==> src/rtl/rgbw_sotp_gen.sv <==
// One-wire NRZ LED serialiser: pops pixel words from a synchronous FIFO, optionally
// splits out a white channel, and drives SK6812/WS2812-style bit timing.
module rgbw_sotp_gen #(
  parameter int unsigned T0H           = 16,
  parameter int unsigned T0L           = 74,
  parameter int unsigned T1H           = 45,
  parameter int unsigned T1L           = 45,
  parameter int unsigned RESET_CLKS    = 7681,
  parameter bit          WHITE_EXTRACT = 1'b1,
  parameter int unsigned ORDER         = 0
) (
  input  logic        clk,
  input  logic        rst_n,
  input  logic        in_rd_fifo_empty,
  input  logic [31:0] in_rd_fifo_data,
  output logic        out_rd_fifo_en,
  output logic        out_sig,
  output logic        out_busy
);

  function automatic int unsigned umax(input int unsigned a, input int unsigned b);
    return (a > b) ? a : b;
  endfunction

  localparam int NBITS = WHITE_EXTRACT ? 32 : 24;
  localparam int unsigned T_MAX = umax(umax(umax(RESET_CLKS, T0L), umax(T1H, T1L)), T0H);
  localparam int TW = $clog2(T_MAX + 1);

  localparam logic [TW-1:0] T0H_LD = TW'(T0H - 1);
  localparam logic [TW-1:0] T0L_LD = TW'(T0L - 1);
  localparam logic [TW-1:0] T1H_LD = TW'(T1H - 1);
  localparam logic [TW-1:0] T1L_LD = TW'(T1L - 1);
  localparam logic [TW-1:0] RST_LD = TW'(RESET_CLKS - 1);

  typedef enum logic [2:0] {IDLE, POP, LOAD, SHIFT_H, SHIFT_L, STRM_RST} state_t;

  function automatic logic [7:0] min3(input logic [7:0] a, input logic [7:0] b,
                                      input logic [7:0] c);
    logic [7:0] m;
    m = (a < b) ? a : b;
    return (c < m) ? c : m;
  endfunction

  // W is the common floor of the three channels, so the subtractions never wrap.
  function automatic logic [NBITS-1:0] build_frame(input logic [7:0] r, input logic [7:0] g,
                                                   input logic [7:0] b);
    logic [7:0]  w;
    logic [7:0]  rr;
    logic [7:0]  gg;
    logic [7:0]  bb;
    logic [31:0] f;
    w  = min3(r, g, b);
    rr = r;
    gg = g;
    bb = b;
    if (WHITE_EXTRACT) begin
      rr = r - w;
      gg = g - w;
      bb = b - w;
    end
    if (ORDER == 1) f = {gg, rr, bb, w};
    else            f = {rr, gg, bb, w};
    return f[31 -: NBITS];
  endfunction

  state_t           state;
  logic [TW-1:0]    timer;
  logic [5:0]       bit_cnt;
  logic [7:0]       r_p0;
  logic [7:0]       g_p0;
  logic [7:0]       b_p0;
  logic [NBITS-1:0] shreg;
  logic [NBITS-1:0] frame_load;
  logic             unused_fifo_bits;

  assign unused_fifo_bits = ^in_rd_fifo_data[29:24];
  assign frame_load       = build_frame(r_p0, g_p0, b_p0);

  // Stage p0: pixel latch on the FIFO sample cycle, then the output shift register.
  always_ff @(posedge clk) begin
    if (state == POP && !out_rd_fifo_en) begin
      g_p0 <= in_rd_fifo_data[23:16];
      r_p0 <= in_rd_fifo_data[15:8];
      b_p0 <= in_rd_fifo_data[7:0];
    end
    if (state == LOAD) begin
      shreg <= frame_load;
    end else if (state == SHIFT_L && timer == '0) begin
      shreg <= {shreg[NBITS-2:0], 1'b0};
    end
  end

  always_ff @(posedge clk or negedge rst_n) begin
    if (!rst_n) begin
      state          <= IDLE;
      out_rd_fifo_en <= 1'b0;
      out_sig        <= 1'b0;
      out_busy       <= 1'b0;
      timer          <= '0;
      bit_cnt        <= '0;
    end else begin
      out_rd_fifo_en <= 1'b0;
      case (state)
        IDLE: begin
          if (!in_rd_fifo_empty) begin
            out_rd_fifo_en <= 1'b1;
            out_busy       <= 1'b1;
            state          <= POP;
          end
        end
        // First POP cycle carries the strobe; the word is valid on the second.
        POP: begin
          if (!out_rd_fifo_en) begin
            if (in_rd_fifo_data[30]) begin
              timer <= RST_LD;
              state <= STRM_RST;
            end else if (!in_rd_fifo_data[31]) begin
              out_busy <= 1'b0;
              state    <= IDLE;
            end else begin
              state <= LOAD;
            end
          end
        end
        LOAD: begin
          bit_cnt <= 6'(NBITS);
          timer   <= frame_load[NBITS-1] ? T1H_LD : T0H_LD;
          out_sig <= 1'b1;
          state   <= SHIFT_H;
        end
        SHIFT_H: begin
          if (timer == '0) begin
            out_sig <= 1'b0;
            timer   <= shreg[NBITS-1] ? T1L_LD : T0L_LD;
            state   <= SHIFT_L;
          end else begin
            timer <= timer - TW'(1);
          end
        end
        SHIFT_L: begin
          if (timer == '0) begin
            bit_cnt <= bit_cnt - 6'd1;
            if (bit_cnt != 6'd1) begin
              out_sig <= 1'b1;
              timer   <= shreg[NBITS-2] ? T1H_LD : T0H_LD;
              state   <= SHIFT_H;
            end else begin
              out_busy <= 1'b0;
              state    <= IDLE;
            end
          end else begin
            timer <= timer - TW'(1);
          end
        end
        STRM_RST: begin
          if (timer == '0) begin
            out_busy <= 1'b0;
            state    <= IDLE;
          end else begin
            timer <= timer - TW'(1);
          end
        end
        default: begin
          out_busy <= 1'b0;
          state    <= IDLE;
        end
      endcase
    end
  end

endmodule

==> config.mk <==
export PLATFORM = sky130hd
export DESIGN_NAME = rgbw_sotp_gen
export DESIGN_NICKNAME = d
export VERILOG_FILES = /design/src/rtl/rgbw_sotp_gen.sv
export SDC_FILE = /design/constraint.sdc
export NUM_CORES = 1
export LEC_CHECK = 0
export BUFFER_PORTS_ARGS = -buffer_cell sky130_fd_sc_hd__buf_2
export CAP_MARGIN = 10
export CORE_MARGIN = 5
export CORE_UTILIZATION = 35
export CTS_CLUSTER_SIZE = 28
export DETAILED_ROUTE_END_ITERATION = 8
export PLACE_DENSITY = 0.6
export SYNTH_ARGS = -nofsm -noshare
export SYNTH_HDL_FRONTEND = slang
export SYNTH_SLANG_ARGS = --single-unit
==> constraint.sdc <==
create_clock -name clk -period 13.25 [get_ports clk]
set_clock_uncertainty 0.15 [all_clocks]
set_input_delay 3.3125 -clock clk [delete_from_list [all_inputs] [get_ports clk]]
set_output_delay 3.3125 -clock clk [all_outputs]
set_load 0.02 [all_outputs]
# Word-level counts from Yosys, hierarchy flattened
# Index checks and enable logic that the tools add are counted.
dict set report word_totals {
  out_inout_bits 3
  input_bits 35
  n_memories 0
  romBits 0
  word_cells 89
  latch_bits 0
  ramBits 0
  reg_bits 81
}
dict set report classes {
  div 0
  bitwise 1
  n_shift 0
  add_sub_neg 5
  magnitude_cmp 2
  n_reduce_logical 15
  muxes 38
  n_mul 0
  eq_ne 18
}
# operator count
set op_table {}
lappend op_table {{$mux 13} 6}
lappend op_table {{$pmux 13 s5} 1}
lappend op_table {{$mux 32} 2}
lappend op_table {{$sub 8x8->8} 3}
lappend op_table {{$mux 3} 6}
lappend op_table {{$mux 6} 3}
lappend op_table {{$ne 2x2->1 const B} 9}
lappend op_table {{$pmux 3 s6} 1}
lappend op_table {{$lt 8x8->1} 2}
lappend op_table {{$mux 8} 2}
lappend op_table {{$logic_not 13->1} 1}
lappend op_table {{$sub 13x1->13 const B} 1}
lappend op_table {{$pmux 6 s2} 1}
lappend op_table {{$mux 1} 11}
lappend op_table {{$reduce_and 5->1} 2}
lappend op_table {{$reduce_and 8->1} 1}
lappend op_table {{$mux 7} 1}
lappend op_table {{$eq 3x2->1 const B} 2}
lappend op_table {{$eq 3x3->1 const B} 2}
lappend op_table {{$ne 6x1->1 const B} 1}
lappend op_table {{$sub 6x1->6 const B} 1}
lappend op_table {{$pmux 1 s5} 1}
lappend op_table {{$reduce_bool 5->1} 1}
lappend op_table {{$mux 2} 2}
lappend op_table {{13 further kinds} 16}

# Depth between registers and ports, before layout
dict set report logic_depth {
  depth_word 7
  mapped_depth 30
  depth_no_buf 25
}

# Least setup slack after synthesis
# Ideal clock, no wire load.
dict set report synth_path {
  path_type {register to register}
  startpoint {register g_p0[5]}
  endpoint {register shreg[23] (data pin)}
  path_stages_with_launch 29
  required_time_ps 12942
  setup_time_ps 158
  synth_period_minus_slack_ps 6571
  slack_ps 6679
  arrival_ps 6263
  n_path_buf 4
  path_cell_list {edfxtp_1 -> inv_1 -> ha_1 -> a211o_1 -> a221oi_4 -> o21a_1 -> buf_4 -> buf_2 -> nand2_1 -> o21ai_1 -> inv_2 -> ha_1 -> and3_1 -> a221o_1 -> a21oi_1 -> o211ai_2 -> buf_6 -> clkbuf_1 -> o21ai_0 -> ha_1 -> inv_1 -> a2111oi_2 -> a2111o_1 -> o211ai_2 -> maj3_2 -> maj3_2 -> maj3_2 -> a211o_1 -> o211ai_1}
}
dict set report synth_between {
  elab_chain_cells 6
}
# item line_no
set synth_lines {}
lappend synth_lines {{start, declared} 70} ;# logic [7:0] g_p0;
lappend synth_lines {{start signal, assigned} 82} ;# g_p0 <= in_rd_fifo_data[23:16];
lappend synth_lines {{$lt 8x8->1} 40} ;# m = (a < b) ? a : b;
lappend synth_lines {{$mux 8 (*)} 40}
lappend synth_lines {{$lt 8x8->1} 41} ;# return (c < m) ? c : m;
lappend synth_lines {{$mux 8 (*)} 41}
lappend synth_lines {{via frame_load[0]} 73} ;# logic [NBITS-1:0] frame_load;
lappend synth_lines {{$sub 8x8->8 (*)} 58} ;# gg = g - w;
lappend synth_lines {{$mux 32 (*)} 86} ;# if (state == LOAD) begin
lappend synth_lines {{end signal, assigned} 87} ;# shreg <= frame_load;
lappend synth_lines {{end signal, assigned} 89} ;# shreg <= {shreg[NBITS-2:0], 1'b0};
lappend synth_lines {{end, declared} 72} ;# logic [NBITS-1:0] shreg;
# The timed path passes the listed nets; every way through them passes the cells marked *.
# A chain may end at the register's enable or synchronous reset.

# Worst setup path in the final report
dict set report layout_path {
  startpoint {register r_p0[5]}
  endpoint {register shreg[23] (data pin)}
}
dict set report layout_between {
  elab_chain_cells 6
}
# item line_no
set layout_lines {}
lappend layout_lines {{start, declared} 69} ;# logic [7:0] r_p0;
lappend layout_lines {{start signal, assigned} 83} ;# r_p0 <= in_rd_fifo_data[15:8];
lappend layout_lines {{$lt 8x8->1} 40}
lappend layout_lines {{$mux 8 (*)} 40}
lappend layout_lines {{$lt 8x8->1} 41}
lappend layout_lines {{$mux 8 (*)} 41}
lappend layout_lines {{via frame_load[0]} 73}
lappend layout_lines {{$sub 8x8->8 (*)} 58}
lappend layout_lines {{$mux 32 (*)} 86}
# Marks and branches as above.

==> impl_metrics.py <==
metrics = {
    "timing": {
        "slew_violations": 0,
        "finalHoldViolations": 0,
        "rsz0062_at_grt": "no",
        "holdWs_ps": 325,
        "setup_tns_ps": 0,
        "max_freq_ghz": 0.129,
        "finalSetupViolCount": 0,
        "maxSlewHeadroom_pct": 28.6,
        "tightest_slew_ps": 1070,
        "fin_crit_sh_pct": 58.5,
        "finalCriticalPeriod_ps": 7750,
    },
    "route": {
        "postRouteAntennaNets": 0,
        "wl_per_cell_um": 15.3,
        "drt-pass1-iter-count": 6,
        "vias_per_cell": 5.42,
        "drt-initial-drc-count": 286,
        "vias": 4440,
        "drc": 0,
        "routed_wirelength_mm": 12.5,
    },
    "clock_network": {
        "clk_pin_slew_ps": 60,
        "clock_latency_ps": 350,
        "numClockSinks": 81,
        "h-tree-depth": 3,
        "clk_path_buf_depth": 2,
        "cts_resized": 0,
        "ctsRootBufferMaster": "clkbuf_16",
        "cts_hold_buf": 0,
        "cts_tree": "built",
        "post_cts_buffers": 0,
        "numCtsBuffers": 9,
    },
    "placement": {
        "io_buffers": 31,
        "place_congestion": 0.897,
        "dp_hpwl_mm": 8.98,
    },
    "logic_synthesis": {
        "synth_mux_area_share_pct": 2.92,
        "yosys_warnings": 0,
        "synth_compound_area_share_pct": 23.0,
        "yosys.area.top_type": "edfxtp_1",
        "synth_area_leaders": "edfxtp_1 31%, dfrtp_1 11%, ha_1 5.5%, nand2_1 5.1%, o21ai_0 4.5%",
        "synth_seq_cells": 81,
        "synth_edf_count": 56,
        "synthAdderAreaFrac_pct": 6.46,
        "synthSimpleGateAreaFrac_pct": 15.8,
        "synthDistinctLibCells": 73,
        "synth-seq-area-share_pct": 42.1,
        "synth_ff_type": "edfxtp_1",
        "netlist_area_mm2": 0.00548,
        "synth-async-reset-ratio_pct": 30.9,
        "synth_cells": 587,
        "synth.avg_cell_area_um2": 9.33,
        "syn_nets": 646,
        "synth_xor_area_share_pct": 4.96,
        "yosysTopAreaCellShare_pct": 30.7,
        "synth_top_family_by_area": "compound AO/OA/AOI/OAI gates",
    },
    "setup_path": {
        "crit_path_end_kind": "flip-flop",
        "critPathLaunchType": "flip-flop",
        "reg2regPathDepth": 22,
        "startpoint": "r_p0[5]",
        "regToRegStartpoint": "r_p0[5]",
        "arrival_ps": 7790,
        "critPathMaxFanout": 20,
        "reg2reg_slack_ps": 5500,
        "r2r-end": "shreg[23]",
        "cp-endpoint": "shreg[23]",
        "critPathRequiredTime_ps": 13290,
        "path_class": "reg2reg",
    },
    "grt": {
        "antenna_found_initial": 0,
        "grt_usage_pct": 14.4,
        "grt_pass1_wl_mm": 21.1,
        "grt_max_degree": 61,
        "gr-total-overflow": 0,
        "grt_pass1_vias": 4296,
    },
    "die": {
        "die_x_um": 135,
        "num_rows": 45,
        "ioPinCount": 38,
        "die_y_um": 135,
        "start_util_pct": 35.9,
        "core_mm2": 0.0153,
        "dieArea_mm2": 0.0183,
    },
    "job": {
        "max-cap-violations": 0,
    },
    "layout": {
        "nNetsFinal": 662,
        "final_common_cell": "nand2_1",
        "final_cell_mix": "75 x nand2_1, 56 x edfxtp_1, 49 x o21ai_0",
        "drive_gt1_share_pct": 12.8,
        "area_growth_pct": 11.4,
        "num-fill-cells": 1533,
        "antenna_cells": 0,
    },
    "worst_hold_path": {
        "hold_path.class": "reg2reg",
    },
    "run_status": {
        "status": "complete, no violations",
    },
}
## flip-flops by register name, summed over array words and instances (netlist names)
register	cells
out_busy	1
out_rd_fifo_en	1
r_p0	8
shreg	32
bit_cnt	6
b_p0	8
timer	13
out_sig	1
g_p0	8
state	3
## stage by stage
stage,utilization (%),setup WS (ps),area [um^2],instances
floorplan,-,6680,5480,587
global placement,38.1,5670,5810,803
detailed placement,38.1,5550,5810,803
CTS,40.0,5520,6100,819
global route,40.0,5040,6100,819
finish,40.0,5500,6100,819
## critical path: stages (launching register included)
cell       delay (ps)
edfxtp_1          530
ha_1              370
a211o_1           290
a221oi_4          330
o21a_1            640
a21o_1            390
inv_1             150
ha_1              310
and3_1            200
a221o_1           370
a21oi_1           350
o211ai_2          500
o21ai_0           580
ha_1              300
inv_1             120
a2111oi_2         290
a2111o_1          200
o211ai_2           90
maj3_2            340
maj3_2            330
maj3_2            360
a211o_1           300
o211ai_1           90
## final cells by class
cell class	count	area, um^2	share of cell area, %
clock buffers	10	229	3.75
clock inverters	6	67.6	1.11
inverters	32	120	1.97
multi-input cells	444	2930	48.0
flip-flops and latches	81	2310	37.8
well taps	211	264	4.33
repair buffers	35	185	3.03
## how the worst min path moves through the flow
stage | start | end | cells after the start
floorplan | timer[11] | timer[11] | 2
global placement | out_busy | out_busy | 1
detailed placement | out_busy | out_busy | 1
CTS | out_busy | out_busy | 1
global route | out_busy | out_busy | 1
finish | out_busy | out_busy | 1
## cells by family (layout without fill, tap and decap cells)
logic type	count (synthesis)	count (layout)
and+or+nand+nor	188	188
AOI/OAI and AO/OA	182	182
DFF	81	81
buffers and inverters	62	83
xor gates and xnor gates	31	31
adders and majority gates	29	29
muxes	14	14
## per-layer routing
layer	up-vias	global-route usage, %	wire, um
met5	-	0	0
met4	0	7.00	444
met3	28	3.28	569
met2	108	23.1	5750
met1	2113	18.3	5750
li1	2191	-	-
## cell usage after synthesis, drive strengths merged (5+ instances only)
master,instances
a21o,10
o31ai,5
a211oi,6
nand2b,10
buf,8
mux2i,11
nand3,8
nor2,45
a31oi,10
xor2,13
nor3,15
inv,31
clkbuf,22
a21oi,23
nand2,75
ha,24
nor2b,7
a221oi,7
maj3,5
o211ai,11
o22ai,10
dfrtp,25
o21ai,60
xnor2,18
or3,6
edfxtp,56
Power is not shown: default switching activity piles up to over one toggle a cycle in this logic, so the estimate is an artifact.
